[src/rtl/restoring_div64by32.sv]
// Sequential restoring divider, 64/32 -> 32-bit quotient and remainder, one quotient bit per clock.
// Optional macro DIV_ERR_FAST_EN: overflow/divide-by-zero results complete on the edge after accept.
module restoring_div64by32 (
    input  logic        clk_i,
    input  logic        reset_i,
    input  logic [63:0] dividend_i,
    input  logic [31:0] divisor_i,
    input  logic        do_i,
    output logic [31:0] quotient_o,
    output logic [31:0] remainder_o,
    output logic        ovf_o,
    output logic        busy_o,
    output logic        done_o
);

    typedef enum logic [1:0] {IDLE, CALC, FIN} state_t;

    state_t      state_q, state_d;
    logic [63:0] dvd_q, dvd_d;
    logic [31:0] dvs_q, dvs_d;
    logic [31:0] pr_q, pr_d;
    logic [31:0] q_q, q_d;
    logic [4:0]  cnt_q, cnt_d;
    logic        err_q, err_d;
    logic [31:0] quot_q, quot_d;
    logic [31:0] rem_q, rem_d;
    logic        ovf_q, ovf_d;
    logic        busy_q, busy_d;
    logic        done_q, done_d;

    logic [32:0] shift_w;
    logic [32:0] diff_w;

    // Partial remainder stays below the divisor on valid operands, so 32 bits of pr suffice;
    // the bit shifted out lands in shift_w[32] and drives the trial subtraction.
    assign shift_w = {pr_q, dvd_q[cnt_q]};
    assign diff_w  = shift_w - {1'b0, dvs_q};

    always_comb begin
        state_d = state_q;
        dvd_d   = dvd_q;
        dvs_d   = dvs_q;
        pr_d    = pr_q;
        q_d     = q_q;
        cnt_d   = cnt_q;
        err_d   = err_q;
        quot_d  = quot_q;
        rem_d   = rem_q;
        ovf_d   = ovf_q;
        busy_d  = busy_q;
        done_d  = 1'b0;
        case (state_q)
            IDLE: begin
                if (do_i) begin
                    dvd_d   = dividend_i;
                    dvs_d   = divisor_i;
                    pr_d    = dividend_i[63:32];
                    q_d     = '0;
                    cnt_d   = 5'd31;
                    err_d   = (divisor_i == 32'd0) || (dividend_i[63:32] >= divisor_i);
                    busy_d  = 1'b1;
                    state_d = CALC;
`ifdef DIV_ERR_FAST_EN
                    if (err_d) state_d = FIN;
`endif
                end
            end
            CALC: begin
                if (!diff_w[32]) begin
                    pr_d = diff_w[31:0];
                    q_d  = {q_q[30:0], 1'b1};
                end else begin
                    pr_d = shift_w[31:0];
                    q_d  = {q_q[30:0], 1'b0};
                end
                if (cnt_q == 5'd0) state_d = FIN;
                else               cnt_d   = cnt_q - 5'd1;
            end
            FIN: begin
                if (err_q) begin
                    quot_d = 32'hFFFF_FFFF;
                    rem_d  = dvd_q[31:0];
                    ovf_d  = 1'b1;
                end else begin
                    quot_d = q_q;
                    rem_d  = pr_q;
                    ovf_d  = 1'b0;
                end
                done_d  = 1'b1;
                busy_d  = 1'b0;
                state_d = IDLE;
            end
            default: state_d = IDLE;
        endcase
    end

    always_ff @(posedge clk_i) begin
        if (reset_i) begin
            state_q <= IDLE;
            dvd_q   <= '0;
            dvs_q   <= '0;
            pr_q    <= '0;
            q_q     <= '0;
            cnt_q   <= '0;
            err_q   <= 1'b0;
            quot_q  <= '0;
            rem_q   <= '0;
            ovf_q   <= 1'b0;
            busy_q  <= 1'b0;
            done_q  <= 1'b0;
        end else begin
            state_q <= state_d;
            dvd_q   <= dvd_d;
            dvs_q   <= dvs_d;
            pr_q    <= pr_d;
            q_q     <= q_d;
            cnt_q   <= cnt_d;
            err_q   <= err_d;
            quot_q  <= quot_d;
            rem_q   <= rem_d;
            ovf_q   <= ovf_d;
            busy_q  <= busy_d;
            done_q  <= done_d;
        end
    end

    assign quotient_o  = quot_q;
    assign remainder_o = rem_q;
    assign ovf_o       = ovf_q;
    assign busy_o      = busy_q;
    assign done_o      = done_q;

endmodule
[config.mk]
export PLATFORM = sky130hd
export DESIGN_NAME = restoring_div64by32
export DESIGN_NICKNAME = d
export VERILOG_FILES = /design/src/rtl/restoring_div64by32.sv
export SDC_FILE = /design/constraint.sdc
export NUM_CORES = 1
export LEC_CHECK = 0
export ABC_CLOCK_PERIOD_IN_PS = 5200
export CORE_MARGIN = 2
export CORE_UTILIZATION = 44
export CTS_CLUSTER_DIAMETER = 100
export CTS_CLUSTER_SIZE = 25
export DETAILED_ROUTE_END_ITERATION = 7
export GPL_TIMING_DRIVEN = 0
export PLACE_DENSITY = 0.67
export SYNTH_ARGS = -nofsm -noshare
export SYNTH_HDL_FRONTEND = slang
export SYNTH_SLANG_ARGS = --single-unit
[constraint.sdc]
create_clock -name clk_i -period 5.2 [get_ports clk_i]
set_clock_uncertainty 0.15 [all_clocks]
set_input_delay 0.52 -clock clk_i [delete_from_list [all_inputs] [get_ports clk_i]]
set_output_delay 0.52 -clock clk_i [all_outputs]
set_load 0.005 [all_outputs]
==> impl_metrics.py <==
metrics = {
    "synth": {
        "ys.flop_type": "dfxtp_1",
        "syn_inst": 1309,
        "synth-seq-cells": 203,
        "syn_nets": 1475,
        "synthXorXnorAreaFrac_pct": 2.55,
        "synth_compound_area_share_pct": 23.1,
        "synth_fa_ha_area_share_pct": 7.93,
        "yosys.area_share.simple_pct": 16.4,
        "yosys_warnings": 0,
        "netlist_area_um2": 10700,
        "synth_top_family_by_area": "compound AO/OA/AOI/OAI gates",
        "syn_avg_cell_area_um2": 8.15,
        "synthArstFlopShare_pct": 0,
        "yosysSeqAreaShare_pct": 38.1,
        "synthMuxAreaShare_pct": 5.97,
        "ys_types": 70,
        "synth-edff-count": 0,
    },
    "grt": {
        "grt_pass1_wl_um": 53300,
        "grt_start_max_net_pins": 26,
        "overflow": 0,
        "track_usage_pct": 26.3,
        "antenna_found_initial": 0,
        "grt_pass1_vias": 9299,
    },
    "floorplan": {
        "die-area_um2": 25500,
        "die_h_um": 160,
        "core_um2": 23600,
        "io_pins": 166,
        "die_w_um": 160,
        "fp-row-count": 56,
        "start_util_pct": 45.2,
    },
    "hold_path": {
        "min_path_type": "reg2reg",
        "hold_depth": 2,
        "min_from": "dvs_q[30]$_SDFFE_PP0P_",
        "min_to": "dvs_q[30]$_SDFFE_PP0P_",
    },
    "cts": {
        "cts_buffers": 12,
        "cts_buffer_depth": 3,
        "clkTransAtPathRegs_ns": 0.10,
        "cts.sink_count": 203,
        "cts_tree": "done",
        "cts_max_level": 1,
        "cts-root-buf": "clkbuf_16",
        "postCtsSetupRepairBufs": 0,
        "ctsHoldBuffers": 0,
        "clock_latency_ns": 0.48,
    },
    "finish": {
        "layout.nets": 1654,
        "drive_gt1_share_pct": 4.77,
        "multi_input_area_um2": 5970,
        "instances_no_fill": 1808,
        "final_area_um2": 13100,
        "regArea_um2": 4070,
        "fillers": 2281,
        "area_delta_synth_final_pct": 22.7,
        "antenna_cells": 0,
    },
    "sta": {
        "rsz0062_at_grt": "no",
        "fin_hold_ws_ns": 0.310,
        "setup_viol": 0,
        "timing.final.crit_share_pct": 96.1,
        "drv_slew": 0,
        "fmax_mhz": 200,
        "hold_viol": 0,
        "worst_slew_pin_slew_ns": 0.901,
        "min_period_ns": 5.00,
        "relSlewSlack_pct": 39.7,
    },
    "pwr": {
        "ir_drop_uv": 239,
        "seq_power_share_pct": 38.9,
        "power_density_nw_per_um2": 346,
        "power.clock.fraction_pct": 22.1,
        "leakagePower_nw": 5.06,
        "internal-power_mw": 2.82,
        "pwr-share-comb_pct": 39.0,
        "switching_share_pct": 37.8,
        "p_switching_mw": 1.72,
    },
    "setup_path": {
        "critical_path_required_ns": 5.43,
        "slowest_stage": "mux4_2",
        "crit_path_start_kind": "register",
        "cp-end-kind": "register",
        "arrival_ns": 5.22,
        "crit_family": "compound AO/OA/AOI/OAI gates",
        "slowest_delay_ns": 0.53,
        "path_cells": "buf_6 > mux4_2 > mux4_2 > mux2i_2 > ha_1 > inv_1 > fa_1 > a211oi_2 > o21ai_4 > o211ai_1 > a211oi_2 > a31o_2 > nor2_4 > buf_6 > buf_4 > nor2_1 > a211oi_1 > o21ai_1",
        "ff2ff_path_depth": 18,
        "r2r_end": "pr_q[4]$_SDFFE_PP0P_",
        "cp_num_buf_inv": 4,
        "rr_startpoint": "cnt_q[0]$_SDFFE_PP0P_",
        "r2r_slack_ns": 0.20,
        "cp_max_fo": 10,
        "path_class": "reg2reg",
    },
    "routing": {
        "ant_nets": 0,
        "dr_wl_met3_um": 1760,
        "wl_met1_um": 16500,
        "dr.pass1.iters": 5,
        "viasPerCell": 5.51,
        "wl_per_cell_um": 19.1,
        "routed.top_layer": "met4",
        "vias": 9964,
        "drc_errors": 0,
        "drt_wl_total_um": 34500,
        "dr.first_iter.drc_count": 701,
        "dr_wl_met2_um": 15500,
    },
    "placement": {
        "gp_congestion": 0.954,
        "port_buffers": 165,
        "placed_cells": 1793,
        "dpl-instance-area_um2": 12700,
        "dp_hpwl_um": 27700,
    },
    "run": {
        "maxCapViolations": 0,
    },
    "run_status": {
        "status": "completed",
    },
}
==> placed cells by master (no fill, tap or decap), types with 3 or more instances in the layout <==
cell type / count
nand2_1: 240
dfxtp_1: 202
clkdlybuf4s50_1: 165
o21ai_0: 127
a21oi_1: 123
nor2_1: 82
inv_1: 75
ha_1: 66
clkbuf_1: 58
mux2i_1: 39
a22o_1: 32
a21o_1: 24
a211oi_1: 22
xnor2_1: 20
nor3_1: 18
clkbuf_16: 13
nand4_1: 11
xor2_1: 11
mux4_2: 10
nor2b_1: 10
nand3_1: 10
nor4_1: 9
o21ai_1: 8
buf_1: 8
a31oi_1: 7
a211oi_2: 6
buf_2: 6
nand2b_1: 6
o21a_1: 6
o21bai_1: 5
o2111ai_1: 4
buf_6: 3
o211ai_1: 3
buf_4: 3
clkbuf_4: 3
nor4_2: 3
o211a_1: 3
==> metal layers <==
metal	global-route usage [%]	vias up
met5	0	-
met4	5.79	0
met3	2.94	40
met2	43.0	290
met1	37.4	4733
li1	-	4901
==> metrics by stage <==
stage | total power [mW] | setup slack [ns] | utilization [%] | TNS [ns]
2_1_floorplan | 2.98 | 0.785 | - | 0
3_3_place_gp | 3.51 | 0.0290 | 53.9 | 0
3_5_place_dp | 3.52 | -0.0345 | 53.9 | -0.145
4_1_cts | 4.51 | 0.0752 | 55.4 | 0
5_1_grt | 4.77 | 0.0109 | 55.4 | 0
6_report | 4.53 | 0.204 | 55.4 | 0
==> synthesized netlist by cell type (all sizes together), types with 3 or more instances <==
cell	instances	area share, %
nor3	20	1.1
xnor2	20	1.6
nand3	10	0.47
a21o	24	1.7
o21a	6	0.42
buf	23	1.2
o2111ai	4	0.33
nor2b	10	0.59
nor4	12	0.88
mux2i	40	3.8
a31oi	7	0.41
inv	75	2.6
a22o	32	2.6
mux4	10	2.1
dfxtp	203	38
ha	66	7.7
nand2	241	8.5
o21bai	5	0.35
o21ai	137	6.6
nand4	11	0.65
xor2	11	0.90
a221oi	3	0.36
o211ai	3	0.21
clkbuf	60	2.1
a211oi	28	2.3
a21oi	124	5.9
nand2b	6	0.35
nor2	83	3.0
o211a	3	0.28
==> flip-flops by register name, summed over array words and instances, names as in the netlist <==
| register | flops |
|---|---|
| quotient_o | 32 |
| dvs_q | 32 |
| q_q | 32 |
| state_q | 2 |
| pr_q | 32 |
| err_q | 1 |
| ovf_o | 1 |
| cnt_q | 5 |
| dvd_q | 32 |
| done_o | 1 |
| remainder_o | 32 |
| busy_o | 1 |
==> power groups by stage <==
stage | Combinational [mW] | Sequential (mW) | Clock (mW)
after global placement | 1.72 | 1.79 | 0
after detailed placement | 1.73 | 1.79 | 0
after CTS | 1.74 | 1.76 | 1.02
final | 1.77 | 1.76 | 1.00
after global routing | 1.93 | 1.77 | 1.07
after floorplan | 1.24 | 1.74 | 0
==> kinds of logic after synthesis <==
| kind of cell | after synthesis |
|---|---|
| AOI/OAI and AO/OA | 393 |
| xor gates and xnor gates | 31 |
| buffers and inverters | 158 |
| adders and majority gates | 67 |
| and+or+nand+nor | 406 |
| muxes | 51 |
| DFF | 203 |
==> cell type report <==
cell class	count	area share [%]
well taps	319	3.05
plain buffers	83	2.80
clock buffers	13	2.49
repair buffers	165	12.6
flip-flops and latches	203	31.1
multi-input cells	948	45.6
clock inverters	2	0.210
inverters	75	2.15
==> worst max path at each step <==
stage                                      from                    to  slack [ns]  depth (start not counted)
after global placement    cnt_q[0]$_SDFFE_PP0P_  pr_q[4]$_SDFFE_PP0P_        0.03                         18
after detailed placement  cnt_q[0]$_SDFFE_PP0P_  pr_q[7]$_SDFFE_PP0P_       -0.03                         17
after global routing      cnt_q[0]$_SDFFE_PP0P_  pr_q[4]$_SDFFE_PP0P_        0.01                         18
after floorplan           cnt_q[0]$_SDFFE_PP0P_  pr_q[4]$_SDFFE_PP0P_        0.78                         18
after CTS                 cnt_q[0]$_SDFFE_PP0P_  pr_q[9]$_SDFFE_PP0P_        0.08                         17
final                     cnt_q[0]$_SDFFE_PP0P_  pr_q[4]$_SDFFE_PP0P_        0.20                         18
==> worst register-to-register path, cell delays in order, from the launching register on <==
cell and delay (ns):
dfxtp_2 0.42, buf_6 0.20, mux4_2 0.53, mux4_2 0.53, mux2i_2 0.22, ha_1 0.21, inv_1 0.05, fa_1 0.43
a211oi_2 0.32, o21ai_4 0.13, o211ai_1 0.32, a211oi_2 0.17, a31o_2 0.31, nor2_4 0.12, buf_6 0.18, buf_4 0.23
nor2_1 0.07, a211oi_1 0.23, o21ai_1 0.08
==> repair_timing <==
item,4_1_cts,5_1_grt
resized for setup,1,8
cloned,0,0
pin swaps,0,1
hold endpoints to repair,0,0
endpoints found under the setup margin,8,31
Note: power is estimated with default switching activity, not from simulation.
